--- src/rtl/p2s_stream_scheduler_pkg.sv ---
// p2s_sched_pkg
// Shared types and helpers for the p2s_stream_scheduler slice.
//   sched_state_e : scheduler FSM states (IDLE, SEND)
//   beats()       : number of output beats per requester word
//   id_width()    : width of a requester index
// No ports (package).
package p2s_sched_pkg;

    typedef enum logic {
        IDLE = 1'b0,
        SEND = 1'b1
    } sched_state_e;

    function automatic int beats(input int bus_num_i, input int bus_num_o);
        return bus_num_i / bus_num_o;
    endfunction

    function automatic int id_width(input int n_req);
        return (n_req > 1) ? $clog2(n_req) : 1;
    endfunction

    localparam int DEF_N_REQ = 4;
    localparam int DEF_ID_W  = id_width(DEF_N_REQ);

endpackage

--- src/rtl/p2s_stream_scheduler_if.sv ---
// p2s_stream_scheduler_if
// Bundles the requester side and the serial output side of the scheduler.
// Optional macro: P2S_SCHED_BACKPRESSURE_EN adds out_ready_i.
//   req_valid_i/req_data_i/req_ready_o : N_REQ requester handshakes
//   data_valid_o/data_o/src_id_o/last_o : serial beat stream
//   busy_o                              : scheduler is emitting a word
//   out_ready_i                         : consumer ready (backpressure build only)
//   dbg_state/dbg_rr_ptr                : FSM state and arbiter pointer for observation
// Modports: slave = scheduler side, master = environment side.
//
// Handshake rule (both sides): a transfer happens on a rising clk edge where
// valid and ready are both high. A valid source keeps valid high and its data
// stable until that edge; ready may depend combinationally on valid.
interface p2s_stream_scheduler_if #(
    parameter int DATA_WIDTH = 8,
    parameter int BUS_NUM_I  = 8,
    parameter int BUS_NUM_O  = 2,
    parameter int N_REQ      = 4
);
    import p2s_sched_pkg::*;

    localparam int ID_W = id_width(N_REQ);

    logic [N_REQ-1:0]                                req_valid_i;
    logic [N_REQ-1:0][BUS_NUM_I-1:0][DATA_WIDTH-1:0] req_data_i;
    logic [N_REQ-1:0]                                req_ready_o;
    logic                                            data_valid_o;
    logic [BUS_NUM_O-1:0][DATA_WIDTH-1:0]            data_o;
    logic [ID_W-1:0]                                 src_id_o;
    logic                                            last_o;
    logic                                            busy_o;
    sched_state_e                                    dbg_state;
    logic [ID_W-1:0]                                 dbg_rr_ptr;
`ifdef P2S_SCHED_BACKPRESSURE_EN
    logic                                            out_ready_i;

    modport slave (
        input  req_valid_i, req_data_i, out_ready_i,
        output req_ready_o, data_valid_o, data_o, src_id_o, last_o, busy_o,
               dbg_state, dbg_rr_ptr
    );
    modport master (
        output req_valid_i, req_data_i, out_ready_i,
        input  req_ready_o, data_valid_o, data_o, src_id_o, last_o, busy_o,
               dbg_state, dbg_rr_ptr
    );
`else
    modport slave (
        input  req_valid_i, req_data_i,
        output req_ready_o, data_valid_o, data_o, src_id_o, last_o, busy_o,
               dbg_state, dbg_rr_ptr
    );
    modport master (
        output req_valid_i, req_data_i,
        input  req_ready_o, data_valid_o, data_o, src_id_o, last_o, busy_o,
               dbg_state, dbg_rr_ptr
    );
`endif

endinterface

--- src/rtl/p2s_stream_scheduler_rr_arbiter.sv ---
// rr_arbiter
// Combinational round-robin pick: the first asserted request at or after
// ptr, wrapping modulo N_REQ. The pointer register lives in the parent.
//   req       in  [N_REQ]  request vector
//   ptr       in  [ID_W]   highest-priority index
//   gnt_valid out          any request present
//   gnt_idx   out [ID_W]   chosen index (0 when gnt_valid is low)
module rr_arbiter #(
    parameter int N_REQ = 4,
    parameter int ID_W  = 2
) (
    input  logic [N_REQ-1:0] req,
    input  logic [ID_W-1:0]  ptr,
    output logic             gnt_valid,
    output logic [ID_W-1:0]  gnt_idx
);

    logic [ID_W-1:0] idx;

    always_comb begin
        gnt_valid = 1'b0;
        gnt_idx   = '0;
        idx       = '0;
        for (int off = 0; off < N_REQ; off++) begin
            idx = ID_W'((int'(ptr) + off) % N_REQ);
            if (!gnt_valid && req[idx]) begin
                gnt_valid = 1'b1;
                gnt_idx   = idx;
            end
        end
    end

endmodule

--- src/rtl/p2s_stream_scheduler.sv ---
// p2s_stream_scheduler
// Round-robin shares one parallel-to-serial path between N_REQ requesters.
// A granted BUS_NUM_I-element word is emitted as BEATS = BUS_NUM_I/BUS_NUM_O
// beats; beat k carries elements k, k+BEATS, k+2*BEATS, ...
// Optional macro: P2S_SCHED_BACKPRESSURE_EN (beats wait for out_ready_i).
// Ports:
//   clk   in  rising-edge clock
//   reset in  asynchronous, active-high
//   bus   p2s_stream_scheduler_if.slave (requesters, beat stream, debug)
module p2s_stream_scheduler
    import p2s_sched_pkg::*;
#(
    parameter int DATA_WIDTH = 8,
    parameter int BUS_NUM_I  = 8,
    parameter int BUS_NUM_O  = 2,
    parameter int N_REQ      = 4
) (
    input  logic                         clk,
    input  logic                         reset,
    p2s_stream_scheduler_if.slave        bus
);

    localparam int BEATS = beats(BUS_NUM_I, BUS_NUM_O);
    localparam int ID_W  = id_width(N_REQ);
    localparam int CNT_W = (BEATS > 1) ? $clog2(BEATS) : 1;
    localparam logic [CNT_W-1:0] CNT_LAST = CNT_W'(BEATS - 1);
    localparam logic [ID_W-1:0]  ID_LAST  = ID_W'(N_REQ - 1);

    generate
        if ((BUS_NUM_O < 1) || (BUS_NUM_I % BUS_NUM_O != 0) || (BEATS < 2) || (N_REQ < 2)) begin : g_bad_cfg
            $fatal(1, "p2s_stream_scheduler: illegal BUS_NUM_I/BUS_NUM_O/N_REQ combination");
        end
    endgenerate

    sched_state_e                         state_q;
    logic [CNT_W-1:0]                     cnt_q;
    logic [BUS_NUM_I-1:0][DATA_WIDTH-1:0] hold_q;
    logic [ID_W-1:0]                      src_q;
    logic [ID_W-1:0]                      rr_ptr_q;
    logic                                 valid_q;
    logic                                 last_q;
    logic                                 busy_q;

    logic            gnt_valid;
    logic [ID_W-1:0] gnt_idx;
    logic            beat_acc;
    logic            grant_ok;
    logic            take;

    rr_arbiter #(.N_REQ(N_REQ), .ID_W(ID_W)) u_arb (
        .req       (bus.req_valid_i),
        .ptr       (rr_ptr_q),
        .gnt_valid (gnt_valid),
        .gnt_idx   (gnt_idx)
    );

`ifdef P2S_SCHED_BACKPRESSURE_EN
    assign beat_acc = valid_q & bus.out_ready_i;
`else
    assign beat_acc = valid_q;
`endif

    // A new word may be taken when idle, or on the edge where the last beat
    // leaves, which gives back-to-back words with no bubble. Ready is held
    // low while reset is asserted so no handshake can be lost.
    assign grant_ok = (state_q == IDLE) || (beat_acc && last_q);
    assign take     = gnt_valid && grant_ok && !reset;

    always_comb begin
        bus.req_ready_o = '0;
        if (take) begin
            bus.req_ready_o[gnt_idx] = 1'b1;
        end
    end

    // Beat cnt_q takes element cnt_q + BEATS*i into lane i.
    always_comb begin
        for (int i = 0; i < BUS_NUM_O; i++) begin
            bus.data_o[i] = hold_q[int'(cnt_q) + BEATS * i];
        end
    end

    assign bus.data_valid_o = valid_q;
    assign bus.last_o       = last_q;
    assign bus.busy_o       = busy_q;
    assign bus.src_id_o     = src_q;
    assign bus.dbg_state    = state_q;
    assign bus.dbg_rr_ptr   = rr_ptr_q;

    always_ff @(posedge clk or posedge reset) begin
        if (reset) begin
            state_q  <= IDLE;
            cnt_q    <= '0;
            hold_q   <= '0;
            src_q    <= '0;
            rr_ptr_q <= '0;
            valid_q  <= 1'b0;
            last_q   <= 1'b0;
            busy_q   <= 1'b0;
        end else begin
            case (state_q)
                IDLE: ;
                SEND: begin
                    if (beat_acc) begin
                        if (!last_q) begin
                            cnt_q  <= cnt_q + CNT_W'(1);
                            last_q <= ((cnt_q + CNT_W'(1)) == CNT_LAST);
                        end else if (!take) begin
                            state_q <= IDLE;
                            cnt_q   <= '0;
                            valid_q <= 1'b0;
                            last_q  <= 1'b0;
                            busy_q  <= 1'b0;
                        end
                    end
                end
                default: state_q <= IDLE;
            endcase
            // A grant overrides whatever the case above scheduled.
            if (take) begin
                state_q  <= SEND;
                hold_q   <= bus.req_data_i[gnt_idx];
                src_q    <= gnt_idx;
                rr_ptr_q <= (gnt_idx == ID_LAST) ? '0 : gnt_idx + ID_W'(1);
                cnt_q    <= '0;
                valid_q  <= 1'b1;
                last_q   <= 1'b0;
                busy_q   <= 1'b1;
            end
        end
    end

endmodule

--- src/flat_wrapper.sv ---
// flat-port wrapper written by rule: the top's interface ports become plain ports
module p2s_stream_scheduler_flat import p2s_sched_pkg::*;
#(
    parameter int DATA_WIDTH = 8,
    parameter int BUS_NUM_I  = 8,
    parameter int BUS_NUM_O  = 2,
    parameter int N_REQ      = 4
)
  (clk, reset, bus_req_valid_i, bus_req_data_i, bus_req_ready_o, bus_data_valid_o, bus_data_o, bus_src_id_o, bus_last_o, bus_busy_o, bus_dbg_state, bus_dbg_rr_ptr);
  p2s_stream_scheduler_if #(.DATA_WIDTH(DATA_WIDTH), .BUS_NUM_I(BUS_NUM_I), .BUS_NUM_O(BUS_NUM_O), .N_REQ(N_REQ)) bus_i ();
  input  logic clk;
  input  logic reset;
  input wire logic [$bits(bus_i.req_valid_i)-1:0] bus_req_valid_i;
  input wire logic [$bits(bus_i.req_data_i)-1:0] bus_req_data_i;
  output wire logic [$bits(bus_i.req_ready_o)-1:0] bus_req_ready_o;
  output wire logic [$bits(bus_i.data_valid_o)-1:0] bus_data_valid_o;
  output wire logic [$bits(bus_i.data_o)-1:0] bus_data_o;
  output wire logic [$bits(bus_i.src_id_o)-1:0] bus_src_id_o;
  output wire logic [$bits(bus_i.last_o)-1:0] bus_last_o;
  output wire logic [$bits(bus_i.busy_o)-1:0] bus_busy_o;
  output wire logic [$bits(bus_i.dbg_state)-1:0] bus_dbg_state;
  output wire logic [$bits(bus_i.dbg_rr_ptr)-1:0] bus_dbg_rr_ptr;
  assign bus_i.req_valid_i = bus_req_valid_i;
  assign bus_i.req_data_i = bus_req_data_i;
  assign bus_req_ready_o = bus_i.req_ready_o;
  assign bus_data_valid_o = bus_i.data_valid_o;
  assign bus_data_o = bus_i.data_o;
  assign bus_src_id_o = bus_i.src_id_o;
  assign bus_last_o = bus_i.last_o;
  assign bus_busy_o = bus_i.busy_o;
  assign bus_dbg_state = bus_i.dbg_state;
  assign bus_dbg_rr_ptr = bus_i.dbg_rr_ptr;
  p2s_stream_scheduler #(.DATA_WIDTH(DATA_WIDTH), .BUS_NUM_I(BUS_NUM_I), .BUS_NUM_O(BUS_NUM_O), .N_REQ(N_REQ)) u_core (.clk(clk), .reset(reset), .bus(bus_i));
endmodule
--- config.mk ---
export PLATFORM = sky130hd
export DESIGN_NAME = p2s_stream_scheduler_flat
export DESIGN_NICKNAME = d
export VERILOG_FILES = /design/src/rtl/p2s_stream_scheduler_pkg.sv /design/src/rtl/p2s_stream_scheduler_if.sv /design/src/rtl/p2s_stream_scheduler_rr_arbiter.sv /design/src/rtl/p2s_stream_scheduler.sv /design/src/flat_wrapper.sv
export SDC_FILE = /design/constraint.sdc
export NUM_CORES = 1
export LEC_CHECK = 0
export CAP_MARGIN = 10
export CORE_MARGIN = 3
export CORE_UTILIZATION = 30
export DETAILED_ROUTE_END_ITERATION = 12
export PLACE_DENSITY = 0.66
export SETUP_SLACK_MARGIN = 0.02
export SLEW_MARGIN = 20
export SYNTH_ARGS = -nofsm -noshare
export SYNTH_HDL_FRONTEND = slang
export SYNTH_SLANG_ARGS = --single-unit
export TNS_END_PERCENT = 20
--- constraint.sdc ---
create_clock -name clk -period 3.2 [get_ports clk]
set_input_delay 0.96 -clock clk [delete_from_list [all_inputs] [get_ports clk]]
set_output_delay 0.96 -clock clk [all_outputs]
set_load 0.03 [all_outputs]
==> summary.md <==
| Metric | Value |
|---|---|
| Outcome | finished clean |
| First-pass GRT wire length | 29700 µm |
| Most frequent cells in the layout | clkdlybuf4s50_1 (267), nand2_1 (213), a21oi_1 (74), dfrtp_1 (74), a211o_1 (36) |
| # setup viols final | 0 |
| Post-Syn Area | 4990 µm² |
| Largest net degree at the start of global routing | 102 |
| Share of layout cells above drive strength 1 | 14.9% |
| Fin crit share | 99.5% |
| GRT Util Overall | 21.1% |
| Reg2Reg Depth | 9 |
| NumNets Final | 1145 |
| WP data required | 2.24 ns |
| Max clock buf depth | 2 |
| Wire length per cell | 18.4 µm |
| Placer Congestion | 0.788 |
| Critical path capture point type | output port |
| Antenna cells | 0 |
| Worst vdd ir | 0.511 mV |
| Critical-path cell list | buf_6, or3b_4, o221ai_4, clkinv_2, buf_6, ha_4, and2_4, buf_6 |
| Final Util | 54.6% |
| Worst hold path class | reg2reg |
| Synthesized instance count | 595 |
| Clock sink total | 74 |
| Crit-path max cell delay | 0.38 ns |
| Max Slew Vio Count | 0 |
| DRT Pass-1 Iters | 4 |
| DIE HEIGHT | 135 µm |
| Slew @ Worst Pin | 1.10 ns |
| Top post-synthesis cells by area | dfrtp_1 (37%), nand2_1 (16%), a21oi_1 (7.4%) |
| IO Port Bufs | 289 |
| Reg clk slew, reported paths | 0.06 ns |
| Clk root buf | clkbuf_16 |
| Via-to-Cell Ratio | 5.01 |
| Flops & latches, synth | 74 |
| Finished Layout Cells | 1098 |
| DP Worst Slack | -0.836 ns |
| Core ar. | 16100 µm² |
| Synth area leader | dfrtp_1 |
| Initial Utilization | 31.1% |
| Syn Nets | 862 |
| CP dominant cell by count | buf_6 |
| Io pins | 290 |
| Synthesized area per cell | 8.38 µm² |
| Detail Route Antenna Nets | 0 |
| Critical path depth in cells | 8 |
| Commonest non-fill, non-tap cell in the layout | clkdlybuf4s50_1 |
| Crit path DAT | 2.22 ns |
| Filler cells | 1488 |
| Synth cell types | 39 |
| Vias | 5505 |
| GRT overflow | 0 |
| Worst-path fanout max | 4 |
| Slowest cell on crit path | or3b_4 |
| Setup ws final | 0.0170 ns |
| Critical Path Start Type | input pin |
| Post-synthesis sequential area ratio | 37.1% |
| Chip Width | 135 µm |
| Vias in the first global route | 5378 |
| H-tree levels | 3 |
| Tmin final | 3.18 ns |
| Clock Latency Late Sink | 0.33 ns |
| WS Path Type | in2out |
| Fmax | 0.314 GHz |
| Synth top area share | 37.1% |
| Final WL | 20200 µm |
| Ys Warns | 0 |
| Syn-to-layout area delta | 75.9% |
| Pwr/cell area | 727 nW/µm² |
| Placed cell count | 1077 |
| Worst Path Buf+Inv | 4 |
| CTS Buf Count | 9 |
| Drc violations | 0 |
| Row cnt | 46 |
| Leak pwr | 0.00386 µW |
| RSZ-0062 raised after global routing | true |
| CTS tree | built |
| DRT iter0 DRCs | 268 |
| Max-cap violations | 0 |
| HPWL after DPL | 14300 µm |
| Max Clock Skew | 0.00681 ns |
| Hold path cells | 2 |
| Worst slew margin | 26.7% |
| CP top delay family | buffers and inverters |
| Setup TNS | 0 ns |
| WHS | 0.480 ns |
| Hold Vio Cnt, Final | 0 |
| Initial antenna violation count | 1 |
| Die ar. | 18200 µm² |
## cell usage after synthesis
| library cell | n |
|---|---|
| a211o_1 | 36 |
| a211oi_4 | 1 |
| a21boi_1 | 1 |
| a21oi_1 | 74 |
| a221o_1 | 1 |
| a221oi_1 | 1 |
| a22o_1 | 1 |
| a31oi_1 | 29 |
| and2_1 | 4 |
| buf_2 | 28 |
| buf_4 | 6 |
| buf_6 | 2 |
| clkbuf_1 | 14 |
| dfrtp_1 | 74 |
| ha_1 | 5 |
| inv_1 | 4 |
| inv_2 | 1 |
| mux2_2 | 29 |
| mux2i_1 | 1 |
| mux4_2 | 16 |
| nand2_1 | 214 |
| nand2b_1 | 1 |
| nand3_1 | 1 |
| nand3_2 | 1 |
| nor2_1 | 6 |
| nor2_4 | 1 |
| nor2b_1 | 2 |
| nor4_2 | 1 |
| o211ai_1 | 1 |
| o21ai_0 | 3 |
| o21ai_2 | 1 |
| o21ba_2 | 1 |
| o21bai_1 | 1 |
| o221ai_2 | 1 |
| o22ai_1 | 28 |
| o31ai_1 | 1 |
| or2_1 | 1 |
| or3_1 | 1 |
| or3b_1 | 1 |
## worst register-to-register path: cells and delay by family (launching register included)
family	cells	cell delay [ns]
buf+inv	4	1.22
simple gates	1	0.18
mux	1	0.28
flops	1	0.48
compound gates	3	0.57
## state kept, by name, summed over array words and instances, names as in the netlist
register,count
u_core.bus.busy_o,1
u_core.bus.data_valid_o,1
u_core.bus.dbg_rr_ptr,2
u_core.bus.dbg_state,1
u_core.bus.last_o,1
u_core.bus.src_id_o,2
u_core.cnt_q,2
u_core.hold_q,64
## logic make-up after synthesis
family / synth area share [%]
flops: 37.1
mux: 14.0
compound gates: 23.4
fa+ha+maj: 1.25
simple gates: 18.6
buf+inv: 5.59
## per-stage QoR
stage / power, µW / area (µm²)
after floorplan: 3830 / 5000
after global placement: 5220 / 8230
after detailed placement: 5260 / 8230
after CTS: 6410 / 8680
after global routing: 6770 / 8770
final: 6380 / 8770
## worst paths after layout
check | startpoint | end | slack (ns)
worst min register to register | u_core.bus.src_id_o[0] | u_core.bus.src_id_o[0] | 0.48
min in group asynchronous | reset | u_core.bus.dbg_rr_ptr[0] | 1.20
worst max register to register | u_core.bus.dbg_rr_ptr[1] | u_core.hold_q[35] | 0.41
max in group asynchronous | reset | u_core.hold_q[8] | 1.47
worst min-delay path | u_core.bus.src_id_o[0] | u_core.bus.src_id_o[0] | 0.48
worst max-delay path | bus_req_valid_i[1] | bus_req_ready_o[1] | 0.02
## report_power, final
| part | switching [µW] | total [µW] | internal, µW | leakage [µW] |
|---|---|---|---|---|
| sequential | 356 | 1730 | 1370 | 0.000896 |
| combinational | 1800 | 3650 | 1850 | 0.00282 |
| clock | 377 | 996 | 619 | 0.000142 |
## what timing repair did
item / in CTS / in global routing
buffers inserted: 4 / 0
hold buffers: 0 / 0
cloned: 2 / 0
pin swaps: 4 / 4
gates resized for setup: 41 / 27
endpoints found under the setup margin: 23 / 12
## cell type report
class                      count  area [µm²]  area share, %
sequential                    74        1850           21.1
inverter                       5        23.8          0.271
tap                          216         270           3.08
clock inverter                 3        40.0          0.456
timing repair buffer         322        3360           38.3
clock buffer                  12         246           2.81
multi-input combinational    466        2980           34.0
## routing by layer
layer	track usage (%)	vias up	part of all wire, %
met5	0	-	0.064
met4	6.38	2	2.0
met3	5.07	31	8.0
met2	37.4	223	50
met1	25.4	2558	40
li1	-	2691	-
Power figures use the tool's default switching activity.
